### src/rtl/demux_pkg.sv
// Shared constants and types for the buffered 1-to-2 stream demultiplexer.
package demux_pkg;

    localparam int unsigned DefaultWidth = 64;
    localparam int unsigned DefaultDepth = 2;

    typedef logic [DefaultWidth-1:0] word_t;

endpackage

### src/rtl/demux_1to2_buffered_if.sv
// Valid/ready bundle for the demux: one input stream, two output streams with occupancy.
interface demux_1to2_buffered_if #(
    parameter int unsigned WIDTH = 64,
    parameter int unsigned DEPTH = 2
);

    localparam int unsigned CntW = $clog2(DEPTH) + 1;

    logic             in_valid;
    logic             in_ready;
    logic             in_select;
    logic [WIDTH-1:0] in_data;

    logic             out0_valid;
    logic             out0_ready;
    logic [WIDTH-1:0] out0_data;
    logic [CntW-1:0]  out0_count;

    logic             out1_valid;
    logic             out1_ready;
    logic [WIDTH-1:0] out1_data;
    logic [CntW-1:0]  out1_count;

    modport master (
        output in_valid, in_select, in_data, out0_ready, out1_ready,
        input  in_ready, out0_valid, out0_data, out0_count,
        input  out1_valid, out1_data, out1_count
    );

    modport slave (
        input  in_valid, in_select, in_data, out0_ready, out1_ready,
        output in_ready, out0_valid, out0_data, out0_count,
        output out1_valid, out1_data, out1_count
    );

endinterface

### src/rtl/demux_fifo.sv
// Synchronous FIFO with wrap-bit pointers; head data reads as zero while empty.
module demux_fifo
    import demux_pkg::*;
#(
    parameter int unsigned WIDTH = DefaultWidth,
    parameter int unsigned DEPTH = DefaultDepth,
    localparam int unsigned PtrW = $clog2(DEPTH) + 1
) (
    input  logic             clk,
    input  logic             reset,
    input  logic             push_i,
    input  logic [WIDTH-1:0] data_i,
    input  logic             pop_i,
    output logic             valid_o,
    output logic             full_o,
    output logic [PtrW-1:0]  count_o,
    output logic [WIDTH-1:0] data_o
);

    localparam int unsigned IdxW = PtrW - 1;

    logic [PtrW-1:0]  wr_ptr_q, wr_ptr_d;
    logic [PtrW-1:0]  rd_ptr_q, rd_ptr_d;
    logic [WIDTH-1:0] mem_q [DEPTH];
    logic [WIDTH-1:0] mem_d [DEPTH];
    logic             empty;

    assign empty   = (wr_ptr_q == rd_ptr_q);
    // Same slot index but opposite lap means the writer is a full lap ahead.
    assign full_o  = (wr_ptr_q[IdxW-1:0] == rd_ptr_q[IdxW-1:0]) &&
                     (wr_ptr_q[IdxW] != rd_ptr_q[IdxW]);
    assign valid_o = ~empty;
    assign count_o = wr_ptr_q - rd_ptr_q;
    assign data_o  = empty ? '0 : mem_q[rd_ptr_q[IdxW-1:0]];

    always_comb begin
        mem_d    = mem_q;
        wr_ptr_d = wr_ptr_q;
        rd_ptr_d = rd_ptr_q;
        if (push_i && !full_o) begin
            mem_d[wr_ptr_q[IdxW-1:0]] = data_i;
            wr_ptr_d                  = wr_ptr_q + PtrW'(1);
        end
        if (pop_i && !empty) begin
            rd_ptr_d = rd_ptr_q + PtrW'(1);
        end
    end

    always_ff @(posedge clk or posedge reset) begin
        if (reset) begin
            wr_ptr_q <= '0;
            rd_ptr_q <= '0;
            mem_q    <= '{default: '0};
        end else begin
            wr_ptr_q <= wr_ptr_d;
            rd_ptr_q <= rd_ptr_d;
            mem_q    <= mem_d;
        end
    end

endmodule

### src/rtl/demux_1to2_buffered.sv
// Steers each accepted input word into one of two output FIFOs chosen by in_select.
module demux_1to2_buffered
    import demux_pkg::*;
#(
    parameter int unsigned WIDTH = DefaultWidth,
    parameter int unsigned DEPTH = DefaultDepth
) (
    input logic                   clk,
    input logic                   reset,
    demux_1to2_buffered_if.slave  bus
);

    logic full0, full1;
    logic push0, push1;
    logic in_ready;

    // Only registered full flags feed in_ready, so consumer readies never reach it.
    assign in_ready     = ~(bus.in_select ? full1 : full0);
    assign bus.in_ready = in_ready;
    assign push0        = bus.in_valid & in_ready & ~bus.in_select;
    assign push1        = bus.in_valid & in_ready & bus.in_select;

    demux_fifo #(
        .WIDTH (WIDTH),
        .DEPTH (DEPTH)
    ) u_fifo0 (
        .clk     (clk),
        .reset   (reset),
        .push_i  (push0),
        .data_i  (bus.in_data),
        .pop_i   (bus.out0_ready),
        .valid_o (bus.out0_valid),
        .full_o  (full0),
        .count_o (bus.out0_count),
        .data_o  (bus.out0_data)
    );

    demux_fifo #(
        .WIDTH (WIDTH),
        .DEPTH (DEPTH)
    ) u_fifo1 (
        .clk     (clk),
        .reset   (reset),
        .push_i  (push1),
        .data_i  (bus.in_data),
        .pop_i   (bus.out1_ready),
        .valid_o (bus.out1_valid),
        .full_o  (full1),
        .count_o (bus.out1_count),
        .data_o  (bus.out1_data)
    );

endmodule

### src/flat_wrapper.sv
// flat-port wrapper written by rule: the top's interface ports become plain ports
module demux_1to2_buffered_flat import demux_pkg::*;
#(
    parameter int unsigned WIDTH = DefaultWidth,
    parameter int unsigned DEPTH = DefaultDepth
)
  (clk, reset, bus_in_valid, bus_in_select, bus_in_data, bus_out0_ready, bus_out1_ready, bus_in_ready, bus_out0_valid, bus_out0_data, bus_out0_count, bus_out1_valid, bus_out1_data, bus_out1_count);
  demux_1to2_buffered_if #(.WIDTH(WIDTH), .DEPTH(DEPTH)) bus_i ();
  input logic clk;
  input logic reset;
  input wire logic [$bits(bus_i.in_valid)-1:0] bus_in_valid;
  input wire logic [$bits(bus_i.in_select)-1:0] bus_in_select;
  input wire logic [$bits(bus_i.in_data)-1:0] bus_in_data;
  input wire logic [$bits(bus_i.out0_ready)-1:0] bus_out0_ready;
  input wire logic [$bits(bus_i.out1_ready)-1:0] bus_out1_ready;
  output wire logic [$bits(bus_i.in_ready)-1:0] bus_in_ready;
  output wire logic [$bits(bus_i.out0_valid)-1:0] bus_out0_valid;
  output wire logic [$bits(bus_i.out0_data)-1:0] bus_out0_data;
  output wire logic [$bits(bus_i.out0_count)-1:0] bus_out0_count;
  output wire logic [$bits(bus_i.out1_valid)-1:0] bus_out1_valid;
  output wire logic [$bits(bus_i.out1_data)-1:0] bus_out1_data;
  output wire logic [$bits(bus_i.out1_count)-1:0] bus_out1_count;
  assign bus_i.in_valid = bus_in_valid;
  assign bus_i.in_select = bus_in_select;
  assign bus_i.in_data = bus_in_data;
  assign bus_i.out0_ready = bus_out0_ready;
  assign bus_i.out1_ready = bus_out1_ready;
  assign bus_in_ready = bus_i.in_ready;
  assign bus_out0_valid = bus_i.out0_valid;
  assign bus_out0_data = bus_i.out0_data;
  assign bus_out0_count = bus_i.out0_count;
  assign bus_out1_valid = bus_i.out1_valid;
  assign bus_out1_data = bus_i.out1_data;
  assign bus_out1_count = bus_i.out1_count;
  demux_1to2_buffered #(.WIDTH(WIDTH), .DEPTH(DEPTH)) u_core (.clk(clk), .reset(reset), .bus(bus_i));
endmodule
### config.mk
export PLATFORM = sky130hd
export DESIGN_NAME = demux_1to2_buffered_flat
export DESIGN_NICKNAME = d
export VERILOG_FILES = /design/src/rtl/demux_pkg.sv /design/src/rtl/demux_1to2_buffered_if.sv /design/src/rtl/demux_fifo.sv /design/src/rtl/demux_1to2_buffered.sv /design/src/flat_wrapper.sv
export SDC_FILE = /design/constraint.sdc
export NUM_CORES = 1
export LEC_CHECK = 0
export ABC_CLOCK_PERIOD_IN_PS = 17000
export BUFFER_PORTS_ARGS = -buffer_cell sky130_fd_sc_hd__buf_2
export CORE_AREA = 2 2 171 123
export CTS_CLUSTER_SIZE = 25
export DETAILED_ROUTE_END_ITERATION = 12
export DIE_AREA = 0 0 173 125
export HOLD_SLACK_MARGIN = 0.1
export PLACE_DENSITY = 0.83
export SYNTH_ARGS = -nofsm -noshare
export SYNTH_HDL_FRONTEND = slang
export SYNTH_SLANG_ARGS = --single-unit
### constraint.sdc
create_clock -name clk -period 17 [get_ports clk]
set_input_delay 1.7 -clock clk [delete_from_list [all_inputs] [get_ports clk]]
set_output_delay 1.7 -clock clk [all_outputs]
set_load 0.01 [all_outputs]
Word level (Yosys, flattened, before mapping)
Index checks and enable logic that the tools add are counted.
{ "classes": {"add_sub_neg": 6, "order_cmp": 6, "eq_ne": 6, "n_mux": 15, "bitwise_logic": 11, "reduce_logical": 12} }
{ "op_table": {"columns": ["op", "count"], "rows": [
  ["$mux W64", 10],
  ["$bwmux W128", 2],
  ["$demux W64 S1", 2],
  ["$add A2 B1 Y2 const B", 4],
  ["$ge A2 B2 Y1 const B", 4],
  ["$logic_and A1 B1 Y1", 8],
  ["$not A1 Y2", 4],
  ["$eq A2 B2 Y1", 2],
  ["$logic_not A1 Y1", 4],
  ["$lt A2 B1 Y1 const B", 2],
  ["$not A1 Y1", 4],
  ["$sub A2 B2 Y2", 2],
  ["$and A1 B1 Y1", 3],
  ["$eq A1 B1 Y1", 2],
  ["$ne A1 B1 Y1", 2],
  ["$mux W1", 1]
]} }
{ "word_totals": {"ff_bits": 264, "in_bits": 70, "word_cells": 64} }

Longest topological paths before layout
{ "depth": {"ltp_word": 7, "depth_mapped": 8, "ltp_nobuf": 5} }

Modules after synthesis
A second synthesis with hierarchy kept.
{ "hier_totals": {"hier_cells": 885, "hier_area_um2": 12583.3} }
{ "modules_own_cells": {"columns": ["mod", "n_inst", "cells_per_inst", "area_each_um2", "seq_area_each_um2"], "rows": [
  ["demux_fifo", 2, 441, 6278.5, 3303.2],
  ["demux_1to2_buffered", 1, 3, 26.3, 0.0]
]} }

Least setup slack after synthesis
OpenSTA, ideal clock, no wires.
{ "synth_timing": {"kind": "input -> output", "startpoint": "in bus_in_select", "endpoint": "out bus_in_ready", "arrival_time_ns": 1.968, "path_slack_ns": 13.332, "stages": 2, "path_buffers": 0, "path_cell_list": "nor3_1 a31oi_1"} }
{ "synth_between": {"elab_chain_len": 2} }
{ "synth_rtl": {"columns": ["element", "line_no", "source"], "rows": [
  ["from (decl)", "flat_wrapper.sv:12", "input wire logic [$bits(bus_i.in_select)-1:0] bus_in_select;"],
  ["$mux W1", "demux_1to2_buffered.sv:18", "assign in_ready = ~(bus.in_select ? full1 : full0);"],
  ["$not A1 Y1", "demux_1to2_buffered.sv:18", null],
  ["to (decl)", "flat_wrapper.sv:16", "output wire logic [$bits(bus_i.in_ready)-1:0] bus_in_ready;"]
]} }
No other way between the ends.

Worst setup path in the final report
{ "layout_timing": {"startpoint": "reg u_core.u_fifo1.rd_ptr_q[0]", "endpoint": "out bus_out1_data[39]"} }
{ "layout_between": {"elab_chain_len": 5, "elab_cells_between_ends": 6} }
{ "layout_rtl": {"columns": ["element", "line_no", "source"], "rows": [
  ["from (decl)", "demux_fifo.sv:23", "logic [PtrW-1:0] rd_ptr_q, rd_ptr_d;"],
  ["from (signal assigned)", "demux_fifo.sv:56", "rd_ptr_q <= rd_ptr_d;"],
  ["$not A1 Y2 (not written as such)", "demux_fifo.sv:34", "assign data_o = empty ? '0 : mem_q[rd_ptr_q[IdxW-1:0]];"],
  ["$mux W64 (not written as such) (3 in a row)", "demux_fifo.sv:34", null],
  ["$mux W64 (*)", "demux_fifo.sv:34", null],
  ["to (decl)", "flat_wrapper.sv:21", "output wire logic [$bits(bus_i.out1_data)-1:0] bus_out1_data;"]
]} }
Mark *: on every way between the ends. The rest lies on a longest branch, timed or not. The select of a mux whose other input is x is not followed.

==> impl_metrics.yaml <==
layout:
  most-common-layout-cells: "262 x dfrtp_1, 232 x mux2_2, 204 x buf_2, 130 x mux2i_1, 129 x nor2_1"
  final_util_pct: 69.1
  num-fill-cells: 1473
  syn_to_final_growth_pct: 16.7
  nNetsFinal: 1141
  mostFrequentLayoutCell: "dfrtp_1"
  drive_gt1_share_pct: 45.8
  stdcell_count: 1364
logic_synthesis:
  synth.largest_area_cell: "dfrtp_1"
  synth.distinct_cells: 23
  syn-cell-area_um2: 11900
  synth.net_count: 954
  synth_top_area_share_pct: 55.4
  avgSynthCellArea_um2: 13.5
  ys_top_cells_by_area: "dfrtp_1 55%, mux2_2 22%, mux2i_1 11%, nor2_1 4.1%, mux2_1 2.5%"
  yosys_register_bits: 264
  synth_edf_count: 0
  synth_ff_type: "dfrtp_1"
  yosysWarnings: 0
  postSynthCellCount: 882
  async_reset_ff_share_pct: 100
  synth-seq-area-share_pct: 55.4
timing:
  rsz0062_at_grt: "false"
  fin_crit_sh_pct: 28.9
  period_minus_slack_ns: 4.91
  hold_violations: 0
  fmax_mhz: 204
  finClkSkew_ns: 0.0112
  worstMarginPinSlew_ns: 1.07
  tns_ns: 0
  finalSetupViolations: 0
  holdWs_ns: 0.483
  slew_headroom_pct: 29.0
  slew_violations: 0
  setup_ws_ns: 12.09
floorplan:
  die_area_um2: 21600
  rows: 44
  start_util_pct: 59.2
  core-area_um2: 20100
  die_h_um: 125
  ios: 205
  die_x_um: 173
route:
  vias: 7447
  drt_iter0_markers: 375
  ant_nets: 0
  dr.pass1.iters: 4
  wirelength_mm: 25.7
  wl_per_cell_um: 18.8
  vias_per_cell: 5.46
  drc: 0
power:
  p_int_w: 0.00204
  power.share.clock_pct: 16.5
  power_switching_w: 0.00130
  p_leak_nw: 6.62
  combPwrFrac_pct: 49.4
  p_sw_share_pct: 39.0
  pwr-share-seq_pct: 34.1
  power_density_nw_per_um2: 240
  peakVddDrop_mv: 0.123
placed_design:
  place_hpwl_mm: 16.4
  post-place-ws_ns: 12.65
  gp_congestion: 0.769
  dp_cells: 1318
  place.port_buffers: 204
global_routing:
  grt_util_met3_pct: 4.90
  grt_pass1_wl_mm: 41.7
  grt_overflow_total: 0
  grt_util_met1_pct: 35.5
  globalRouteTotalUtil_pct: 23.9
  gr-usage-met2_pct: 37.5
  grt_max_degree: 134
  grt-busiest-layer: "met2"
  antenna_found_initial: 1
  grt_pass1_vias: 7713
flow_run:
  maxCapViolations: 0
cts:
  cts_setup_buffers: 0
  clock_latency_ns: 0.52
  root_buffer: "clkbuf_16"
  cts_buffers: 25
  ctsHoldBuffers: 0
  cts_htree_levels: 1
  path_clk_slew_ns: 0.06
  cts_resized: 0
  clk_path_buf_depth: 3
  cts_tree: "yes"
  cts.sinks: 264
worst_setup_path:
  crit_type: "reg2out"
  crit_path_start_kind: "flip-flop"
  slowest_delay_ns: 0.59
  required_ns: 15.30
  end_kind: "output port"
  cp_max_fo: 50
  crit_chain: "ha_1 > inv_1 > nor2_4 > buf_4 > nor2_1 > buf_2"
  worst_path_max_delay_cell: "dfrtp_4"
  worstPathArrival_ns: 3.21
outcome:
  status: "completed"
min_path:
  hold_class: "reg2reg"
[logic make-up (layout without fill, tap and decap cells)]
logic type / count (synthesis) / after routing / synth area share [%]
buf+inv: 63 / 268 / 2.91
flops: 264 / 264 / 55.4
fa+ha+maj: 2 / 2 / 0.210
other cells: 0 / 1 / 0
simple gates: 142 / 142 / 4.54
mux: 388 / 388 / 35.2
xor+xnor: 10 / 10 / 0.860
compound gates: 13 / 13 / 0.870
[path summary, 6_finish.rpt]
path	cells after the start	end	slack (ns)	startpoint
setup reg to reg	4	u_core.u_fifo0.mem_q[103]$_DFFE_PP0P_	13.81	u_core.u_fifo0.rd_ptr_q[0]$_DFFE_PP0P_
hold reg to reg	1	u_core.u_fifo0.mem_q[116]$_DFFE_PP0P_	0.48	u_core.u_fifo0.mem_q[116]$_DFFE_PP0P_
min in group asynchronous	2	u_core.u_fifo0.mem_q[35]$_DFFE_PP0P_	1.37	reset
hold / removal	1	u_core.u_fifo0.mem_q[116]$_DFFE_PP0P_	0.48	u_core.u_fifo0.mem_q[116]$_DFFE_PP0P_
max in group asynchronous	4	u_core.u_fifo0.mem_q[66]$_DFFE_PP0P_	13.46	reset
setup / recovery	6	bus_out1_data[39]	12.09	u_core.u_fifo1.rd_ptr_q[0]$_DFFE_PP0P_
[cell usage after synthesis, drive strengths merged (4+ instances only)]
cell,number
clkbuf,10
mux2,258
mux2i,130
a21oi,4
buf,45
dfrtp,264
nand2,7
inv,8
nor2,131
o21ai,6
xnor2,8
[layout make-up]
| cell class | instances | area (um2) | area share [%] |
|---|---|---|---|
| Clock inverter | 11 | 114 | 0.818 |
| Clock buffer | 34 | 699 | 5.02 |
| Antenna cell | 1 | 2.50 | 0.0180 |
| Tap cell | 276 | 345 | 2.48 |
| Sequential cell | 264 | 6610 | 47.5 |
| Timing Repair Buffer | 215 | 1100 | 7.92 |
| Multi-Input combinational cell | 555 | 5010 | 36.0 |
| Inverter | 8 | 37.5 | 0.270 |
[worst max-delay path: cells and delay by family, from the launching register on]
kind	cells	cell delay, ns
buffers and inverters	3	0.93
AND/OR/NAND/NOR	2	0.60
flip-flops	1	0.59
adder cells (fa/ha/maj)	1	0.54
[state kept, by name, indices dropped and copies added, names as in the netlist]
name / flops
u_core.u_fifo0.mem_q: 128
u_core.u_fifo1.mem_q: 128
u_core.u_fifo0.rd_ptr_q: 2
u_core.u_fifo0.wr_ptr_q: 2
u_core.u_fifo1.rd_ptr_q: 2
u_core.u_fifo1.wr_ptr_q: 2
[power by group through the flow]
| stage | clock, W | combinational, W | sequential (W) |
|---|---|---|---|
| 5_1_grt | 0.000588 | 0.00179 | 0.00118 |
| 6_report | 0.000552 | 0.00165 | 0.00114 |
| 2_1_floorplan | 0 | 0.00114 | 0.00108 |
| 4_1_cts | 0.000561 | 0.00166 | 0.00114 |
| 3_5_place_dp | 0 | 0.00166 | 0.00115 |
| 3_3_place_gp | 0 | 0.00163 | 0.00113 |
[through the flow]
stage | total power, W | instance area, um2
final | 0.00334 | 13900
after global routing | 0.00356 | 13900
after CTS | 0.00336 | 13900
after detailed placement | 0.00281 | 13100
after global placement | 0.00275 | 13100
after floorplan | 0.00222 | 11900
[layer usage]
layer | up-vias | part of all wire [%] | routed length [um]
met2 | 181 | 45 | 11600
met1 | 3811 | 48 | 12300
li1 | 3425 | - | -
met5 | - | 0.051 | 13
met4 | 2 | 1.3 | 325
met3 | 28 | 5.4 | 1390
No activity file was read; power rests on OpenSTA's default activity.
